## src/rtl/hdmi_period_scheduler.sv

```systemverilog
// HDMI link-period sequencer: decides per pixel whether the TMDS lanes carry control,
// video (preamble, guard, pixels) or a data island (preamble, guards, 32-cycle packets).
module hdmi_period_scheduler #(
  parameter int BIT_WIDTH   = 10,
  parameter int BIT_HEIGHT  = 10,
  parameter int DI_START_X  = 10,
  parameter int MAX_PACKETS = 18,
  parameter int DVI_OUTPUT  = 0
) (
  input  logic                  pxl_clk,
  input  logic                  rst_n,
  input  logic [BIT_WIDTH-1:0]  cx,
  input  logic [BIT_HEIGHT-1:0] cy,
  input  logic [BIT_WIDTH-1:0]  screen_start_x,
  input  logic [BIT_HEIGHT-1:0] screen_start_y,
  input  logic                  hsync,
  input  logic                  vsync,
  input  logic                  pkt_valid,
  output logic                  pkt_ack,
  output logic [2:0]            mode,
  output logic [5:0]            control_data,
  output logic [4:0]            di_cycle,
  output logic [4:0]            pkt_index
);

  localparam logic [2:0] S_CTRL      = 3'd0;
  localparam logic [2:0] S_VPRE      = 3'd1;
  localparam logic [2:0] S_VGB       = 3'd2;
  localparam logic [2:0] S_VIDEO     = 3'd3;
  localparam logic [2:0] S_DPRE      = 3'd4;
  localparam logic [2:0] S_DGB_LEAD  = 3'd5;
  localparam logic [2:0] S_DDATA     = 3'd6;
  localparam logic [2:0] S_DGB_TRAIL = 3'd7;

  // Comparisons are done in a widened domain so ssx-10 never underflows.
  localparam int EW = BIT_WIDTH + 7;
  localparam logic [EW-1:0] DI_E = EW'(DI_START_X);

  logic [EW-1:0] cx_e, ssx_e;
  logic          at_vp, at_di, active_line, pkt_fits, first_fits;

  assign cx_e        = {7'd0, cx};
  assign ssx_e       = {7'd0, screen_start_x};
  assign at_vp       = (cx_e + EW'(10)) == ssx_e;
  assign at_di       = cx_e == DI_E;
  assign active_line = cy >= screen_start_y;
  // A packet starting at p fits iff p + 38 <= ssx - 10.
  assign pkt_fits    = (cx_e + EW'(48)) <= ssx_e;
  assign first_fits  = (DI_E + EW'(58)) <= ssx_e;

  logic [2:0] state_q, state_d;
  logic [4:0] cnt_q, cnt_d;
  logic [4:0] idx_q, idx_d;

  always_comb begin
    state_d = state_q;
    cnt_d   = cnt_q + 5'd1;
    idx_d   = idx_q;
    case (state_q)
      S_CTRL: begin
        cnt_d = 5'd0;
        idx_d = 5'd0;
        if (at_vp && active_line)                  state_d = S_VPRE;
        else if (at_di && pkt_valid && first_fits) state_d = S_DPRE;
      end
      S_VPRE: if (cnt_q == 5'd7) begin state_d = S_VGB; cnt_d = 5'd0; end
      S_VGB:  if (cnt_q == 5'd1) begin state_d = S_VIDEO; cnt_d = 5'd0; end
      S_VIDEO: begin
        cnt_d = 5'd0;
        if (cx < screen_start_x) state_d = S_CTRL;
      end
      S_DPRE:     if (cnt_q == 5'd7) begin state_d = S_DGB_LEAD; cnt_d = 5'd0; end
      S_DGB_LEAD: if (cnt_q == 5'd1) begin state_d = S_DDATA; cnt_d = 5'd0; end
      S_DDATA: begin
        if (cnt_q == 5'd31) begin
          cnt_d = 5'd0;
          if (pkt_valid && (idx_q < 5'(MAX_PACKETS - 1)) && pkt_fits) idx_d = idx_q + 5'd1;
          else state_d = S_DGB_TRAIL;
        end
      end
      S_DGB_TRAIL: begin
        if (cnt_q == 5'd1) begin
          state_d = S_CTRL;
          cnt_d   = 5'd0;
          idx_d   = 5'd0;
        end
      end
      default: state_d = S_CTRL;
    endcase
    // Plain DVI has no preambles, so video is simply the active area.
    if (DVI_OUTPUT != 0) begin
      state_d = (cx >= screen_start_x && active_line) ? S_VIDEO : S_CTRL;
      cnt_d   = 5'd0;
      idx_d   = 5'd0;
    end
  end

  logic [2:0] mode_d;
  logic [3:0] ctl_d;

  always_comb begin
    mode_d = 3'd0;
    ctl_d  = 4'd0;
    case (state_d)
      S_VPRE:                   ctl_d  = 4'b0001;
      S_VGB:                    mode_d = 3'd2;
      S_VIDEO:                  mode_d = 3'd1;
      S_DPRE:                   ctl_d  = 4'b0101;
      S_DGB_LEAD, S_DGB_TRAIL:  mode_d = 3'd4;
      S_DDATA:                  mode_d = 3'd3;
      default: ;
    endcase
  end

  logic [2:0] mode_q;
  logic [5:0] cd_q;
  logic       ack_q;
  logic [4:0] dic_q, pidx_q;

  always_ff @(posedge pxl_clk or negedge rst_n) begin
    if (!rst_n) begin
      state_q <= S_CTRL;
      cnt_q   <= 5'd0;
      idx_q   <= 5'd0;
      mode_q  <= 3'd0;
      cd_q    <= 6'd0;
      ack_q   <= 1'b0;
      dic_q   <= 5'd0;
      pidx_q  <= 5'd0;
    end else begin
      state_q <= state_d;
      cnt_q   <= cnt_d;
      idx_q   <= idx_d;
      mode_q  <= mode_d;
      cd_q    <= {ctl_d, vsync, hsync};
      ack_q   <= (state_d == S_DDATA) && (cnt_d == 5'd0);
      dic_q   <= (state_d == S_DDATA) ? cnt_d : 5'd0;
      pidx_q  <= idx_d;
    end
  end

  assign mode         = mode_q;
  assign control_data = cd_q;
  assign pkt_ack      = ack_q;
  assign di_cycle     = dic_q;
  assign pkt_index    = pidx_q;

endmodule

```

## config.mk

```make
export PLATFORM = sky130hd
export DESIGN_NAME = hdmi_period_scheduler
export DESIGN_NICKNAME = d
export VERILOG_FILES = /design/src/rtl/hdmi_period_scheduler.sv
export SDC_FILE = /design/constraint.sdc
export NUM_CORES = 1
export LEC_CHECK = 0
export ABC_AREA = 0
export BUFFER_PORTS_ARGS = -buffer_cell sky130_fd_sc_hd__buf_2
export CAP_MARGIN = 5
export CORE_ASPECT_RATIO = 0.75
export CORE_MARGIN = 4
export CORE_UTILIZATION = 25
export DETAILED_ROUTE_END_ITERATION = 10
export PLACE_DENSITY = 0.49
export SYNTH_ARGS = -nofsm -noshare
export SYNTH_HDL_FRONTEND = slang
export SYNTH_SLANG_ARGS = --single-unit
```

## constraint.sdc

```tcl
create_clock -name pxl_clk -period 2.5 [get_ports pxl_clk]
set_input_delay 0.125 -clock pxl_clk [delete_from_list [all_inputs] [get_ports pxl_clk]]
set_output_delay 0.125 -clock pxl_clk [all_outputs]
set_load 0.005 [all_outputs]
```

Yosys cells after proc, flatten, opt, wreduce, memory -nomap -nowiden:

Cells that the tools add are included.

* flip-flop bits (word level): 28
* input port bits: 45
* output and inout bits: 20
* logic and storage cells: 74

* $add $sub $neg: 4
* order comparisons: 5
* equal/unequal tests: 22
* multiplexer cells: 22
* reduce and logical (&&, ||, !) cells: 14

Operators with widths (count)
* 5-bit 2-to-1 mux: 7
* 3-bit 2-to-1 mux: 10
* 3-bit equality test, second input constant: 8
* 3-bit one-hot mux with 8 select lines: 1
* 5-bit one-hot mux with 4 select lines: 1
* 5-bit one-hot mux with 3 select lines: 1
* 3-bit by 2-bit equality test with 1-bit output, second input constant: 4
* 3-bit one-hot mux with 4 select lines: 1
* 10-bit by 4-bit adder with 11-bit output, second input constant: 1
* 10-bit by 6-bit adder with 11-bit output, second input constant: 1
* 11-bit by 10-bit equality test with 1-bit output: 1
* 11-bit by 10-bit <= comparator with 1-bit output: 1
* 5-bit by 1-bit adder with 5-bit output, second input constant: 2
* 10-bit by 4-bit equality test with 1-bit output, second input constant: 1
* 10-bit >= comparator: 1
* 7-bit by 10-bit <= comparator with 1-bit output, first input constant: 1
* 10-bit < comparator: 1
* 3-bit by 1-bit equality test with 1-bit output, second input constant: 2
* 1-bit logical AND: 6
* 2-bit != test, second input constant: 3
* 3-bit one-hot mux with 2 select lines: 1
* 2-bit OR reduction: 3
* 5-bit by 1-bit equality test with 1-bit output, second input constant: 1
* 5-bit by 3-bit equality test with 1-bit output, second input constant: 1
* other kinds (7): 7

Longest topological paths before layout:

* word-level depth: 9
* gate-level depth with buffers: 13
* mapped depth without buffers: 13

Worst setup path after synthesis:

Ideal clock, no wire load.

* path kind: input port to flip-flop
* start: input cx[7]
* end: register dic_q[4], in the netlist di_cycle[4]
* setup time: 0.088 ns
* data arrival time: 2.480 ns
* data required time: 2.412 ns
* path slack: -0.068 ns
* stages: 13
* cell sequence: clkbuf_1 nand3_1 a21o_1 xnor2_1 ha_1 nand4_1 or3_1 and3_1 a21o_2 o21ai_0 a2bb2oi_4 inv_2 nor3b_1

* word-level cells in the longest chain between the ends: 8
* elaborated cells on any way between the ends: 18
* those cells by class: add/sub: 2; order compare: 2; eq/ne: 3; mux: 7; reduce/logical: 4

Ends and longest elaborated chain
* start, declared: RTL line 12 `input logic [BIT_WIDTH-1:0] cx,`
* 10-bit by 6-bit adder with 11-bit output or 10-bit by 4-bit equality test with 1-bit output (tied branches): RTL line 48, 45
* 11-bit by 10-bit <= comparator with 1-bit output or 1-bit logical AND (tied branches): RTL line 48, 64
* 1-bit logical AND (on tied branches): RTL line 77, 64
* 3-bit 2-to-1 mux (on tied branches): RTL line 77, 64
* 3-bit 2-to-1 mux (on tied branches): RTL line 75, 63
* 3-bit one-hot mux with 8 select lines *: RTL line 59 `case (state_q)`
* net state_d[0]: RTL line 51 `logic [2:0] state_q, state_d;`
* 3-bit equality test *: RTL line 137 `dic_q <= (state_d == S_DDATA) ? cnt_d : 5'd0;`
* 5-bit 2-to-1 mux *: RTL line 137
* end signal, assigned: RTL line 137
* end, declared: RTL line 118 `logic [4:0] dic_q, pidx_q;`

The timed path passes the listed nets; every way through them passes the cells marked *.
A chain may end at the register's enable or synchronous reset.

Worst setup path in the final report:

* start: register cnt_q[0]
* end: register mode_q[0], in the netlist mode[0]

* word-level cells in the longest chain between the ends: 6
* elaborated cells on any way between the ends: 17
* those cells by class: eq/ne: 8; mux: 8; reduce/logical: 1

Ends and longest elaborated chain
* start, declared: RTL line 52 `logic [4:0] cnt_q, cnt_d;`
* start signal, assigned: RTL line 132 `cnt_q <= cnt_d;`
* 5-bit by 1-bit equality test with 1-bit output, or another cell as far along: RTL line 67, 73, 82
* 3-bit 2-to-1 mux, or another cell as far along: RTL line 82 `if (cnt_q == 5'd1) begin`
* 3-bit one-hot mux with 8 select lines *: RTL line 59
* 3-bit equality test: RTL line 104 `case (state_d)`
* 2-bit OR reduction: RTL line 104
* 3-bit one-hot mux with 4 select lines *: RTL line 104
* net mode_d[0]: RTL line 98 `logic [2:0] mode_d;`
* end signal, assigned: RTL line 134 `mode_q <= mode_d;`
* end, declared: RTL line 115 `logic [2:0] mode_q;`

Marked as above.

==> flow_summary.yaml <==
logic_synthesis:
  syn_area_per_cell_um2: 8.568
  synth_warnings: 0
  syn-cell-area_um2: 2536
  synth_seq_area_share: 0.2565
  syn_inst: 296
  ys_async_sr_fraction: 1.000
  synth_edf_count: 0
  ys_types: 67
  synth-seq-cells: 26
  synthFlopType: "dfrtp_1"
critical_path:
  r2r_start: "cnt_q[0]$_DFF_PN0_"
  r2r-end: "mode[0]$_DFF_PN0_"
  cp_common_cell: "ha_1"
  r2r_slack_ns: 0.13
  crit_slowest_cell: "dfrtp_2"
  cp-end-kind: "register"
  worst-endpoint-arrival_ns: 2.55
  startpoint: "cnt_q[0]$_DFF_PN0_"
  slowest_delay_ns: 0.44
  reg2reg_depth: 11
  cp.required_ns: 2.68
  crit_path_start_kind: "register"
  worstPathCellList: "ha_1 > and3_1 > ha_1 > inv_1 > nor2_1 > a221o_1 > a21o_2 > o21ai_2 > a2bb2oi_4 > buf_4 > mux2i_1"
  critPathMaxFanout: 5
  path_class: "register to register"
floorplanning:
  dieArea_um2: 11840
  die_y_um: 95.23
  core_um2: 9774
  dieWidth_um: 124.3
  ioPinCount: 65
  core.rowCount: 31
  start_util: 0.2595
cts:
  htreeDepth: 1
  max-clock-path-buffers: 2
  clk_pin_slew_worst_paths_ns: 0.06
  cts.sinks: 26
  clkLatencyLatePin_ns: 0.26
  cts-root-buf: "clkbuf_16"
  cts_inserted_buffers: 3
  cts_tree: "built"
finish:
  diodes: 0
  finalInstanceArea_um2: 3343
  num-nets-final: 469
  area_growth_pct: 31.82
  fin_cells: 520
  drive_above_1_share: 0.3067
  utilization: 0.3420
detailed_routing:
  drtPass1Iterations: 5
  via_per_inst: 4.856
  post-route-drc-count: 0
  dr.first_iter.drc_count: 115
  wl_um: 7388
  wire_per_inst_um: 14.21
  drtAntennaViolNets: 0
  via_count: 2525
timing:
  fmax_mhz: 422.2
  hold_viol: 0
  max_slew_margin: 0.6199
  worstMarginPinSlew_ns: 0.5701
  fin_crit_ns: 2.368
  fin_worst_skew_ns: 0.005997
  setup_viol: 0
  period_share: 0.9474
  hold_slack_ns: 0.3999
  slew_violations: 0
place:
  place_inst: 512
  dpl_cell_area_um2: 3181
  place_congestion: 0.8663
  dp_hpwl_um: 6237
  io_buffers: 62
power_and_ir_drop:
  powerDensity_nw_per_um2: 483.9
  ir_drop_v: 0.0002446
  p_leak_nw: 1.711
  total_power_mw: 1.618
global_route:
  grt_pass1_vias: 2508
  grt_util_all_layers: 0.1261
  grt_pass1_wl_um: 12210
  grt_max_degree: 27
  gr-total-overflow: 0
  grt_antenna_before_repair: 0
flow_run:
  drv_cap: 0
min_path:
  hold_class: "primary input to asynchronous set/reset pin"
outcome:
  status: "finished, final reports clean"
## stage by stage
| stage | setup slack [ns] | TNS (ns) |
|---|---|---|
| after floorplan | 0.06778 | 0 |
| after global placement | -0.1284 | -0.4987 |
| after detailed placement | -0.1808 | -0.9616 |
| after CTS | 0.04521 | 0 |
| after global routing | -0.001034 | -0.001034 |
| final | 0.1315 | 0 |
## power breakdown
| group | switching [mW] | internal, mW |
|---|---|---|
| Clock | 0.134 | 0.212 |
| Sequential | 0.0440 | 0.463 |
| Combinational | 0.388 | 0.377 |
| Total | 0.566 | 1.05 |
## cell usage after synthesis, drive strengths merged (3+ instances only)
| cell | instances | area [µm²] |
|---|---|---|
| a2111oi | 3 | 26.28 |
| ha | 34 | 425.4 |
| nor4b | 6 | 52.55 |
| a21oi | 8 | 40.04 |
| nand2 | 18 | 67.56 |
| nand2b | 3 | 18.77 |
| o211ai | 4 | 30.03 |
| nand4 | 6 | 37.54 |
| o31ai | 3 | 22.52 |
| nor3 | 10 | 50.05 |
| o21ai | 19 | 95.09 |
| nor2 | 15 | 56.30 |
| o41ai | 3 | 26.28 |
| nand3 | 11 | 55.05 |
| clkbuf | 6 | 36.28 |
| a21o | 7 | 53.80 |
| a31oi | 3 | 18.77 |
| and3 | 4 | 26.28 |
| dfrtp | 26 | 650.6 |
| buf | 4 | 31.27 |
| nor3b | 5 | 42.54 |
| mux2i | 4 | 40.04 |
| nor2b | 5 | 38.78 |
| xnor2 | 9 | 78.83 |
| xor2 | 6 | 52.55 |
| inv | 37 | 138.9 |
## registers in the layout, summed over array words and instances (netlist names)
name	cells
pkt_index	5
di_cycle	5
cnt_q	5
control_data	4
mode	3
pkt_ack	1
state_q	3
## worst max path at each step
stage | cells past startpoint | endpoint
after floorplan | 13 | di_cycle[4]$_DFF_PN0_
after global routing | 9 | pkt_ack$_DFF_PN0_
after detailed placement | 14 | di_cycle[4]$_DFF_PN0_
final | 11 | mode[0]$_DFF_PN0_
after global placement | 14 | pkt_ack$_DFF_PN0_
after CTS | 8 | pkt_ack$_DFF_PN0_
## layout by cell type, fill, tap and decap left out, types with 4 or more instances in the layout
cell and instances:
buf_2 62, inv_1 35, ha_1 33, buf_4 33
dfrtp_1 25, nand2_1 18, o21ai_0 17, nor2_1 15
nand3_1 11, nor3_1 10, xnor2_1 9, a21oi_1 8
a21o_1 6, xor2_1 6, nand4_1 6, nor4b_1 5
nor2b_1 4, o211ai_1 4, mux2i_1 4
## timing repair
action,in CTS,in global routing
resized for setup,2,10
buffers inserted,0,2
hold endpoints to repair,28,0
endpoints found under the setup margin,1,4
pin swaps,0,1
hold buffers,3,0
## area by class of cell
type                    count  area, µm²
flip-flops and latches     26      651.9
well taps                 132      165.2
multi-input cells         224       1724
clock buffers               3      75.07
fillers                  1051       6431
inverters                  37      138.9
repair buffers             98      588.1
## cells by family (layout without fill, tap and decap cells)
logic type	after synthesis	count (layout)	synth area share
flip-flops	26	26	0.2565
AO/OA/AOI/OAI	71	71	0.2003
adder cells (fa/ha/maj)	34	34	0.1677
buffers and inverters	47	138	0.08139
AND/OR/NAND/NOR	97	97	0.2205
other	1	2	0.001479
XOR/XNOR	15	15	0.05180
multiplexers	5	5	0.02023
## critical path: cells and delay by family, from the launching register on
family,cells,cell delay (ns)
AO/OA/AOI/OAI,4,0.78
flip-flops,1,0.44
adder cells (fa/ha/maj),2,0.43
AND/OR/NAND/NOR,2,0.26
buffers and inverters,2,0.22
multiplexers,1,0.16
## per-layer routing
metal | vias to the layer above | GRT usage | routed length (µm)
met5 | - | 0 | 0
met2 | 45 | 0.2019 | 3274
met1 | 1217 | 0.1830 | 3832
met3 | 6 | 0.02016 | 231
li1 | 1257 | - | -
met4 | 0 | 0.01916 | 48
No activity file was read; power rests on OpenSTA's default activity.
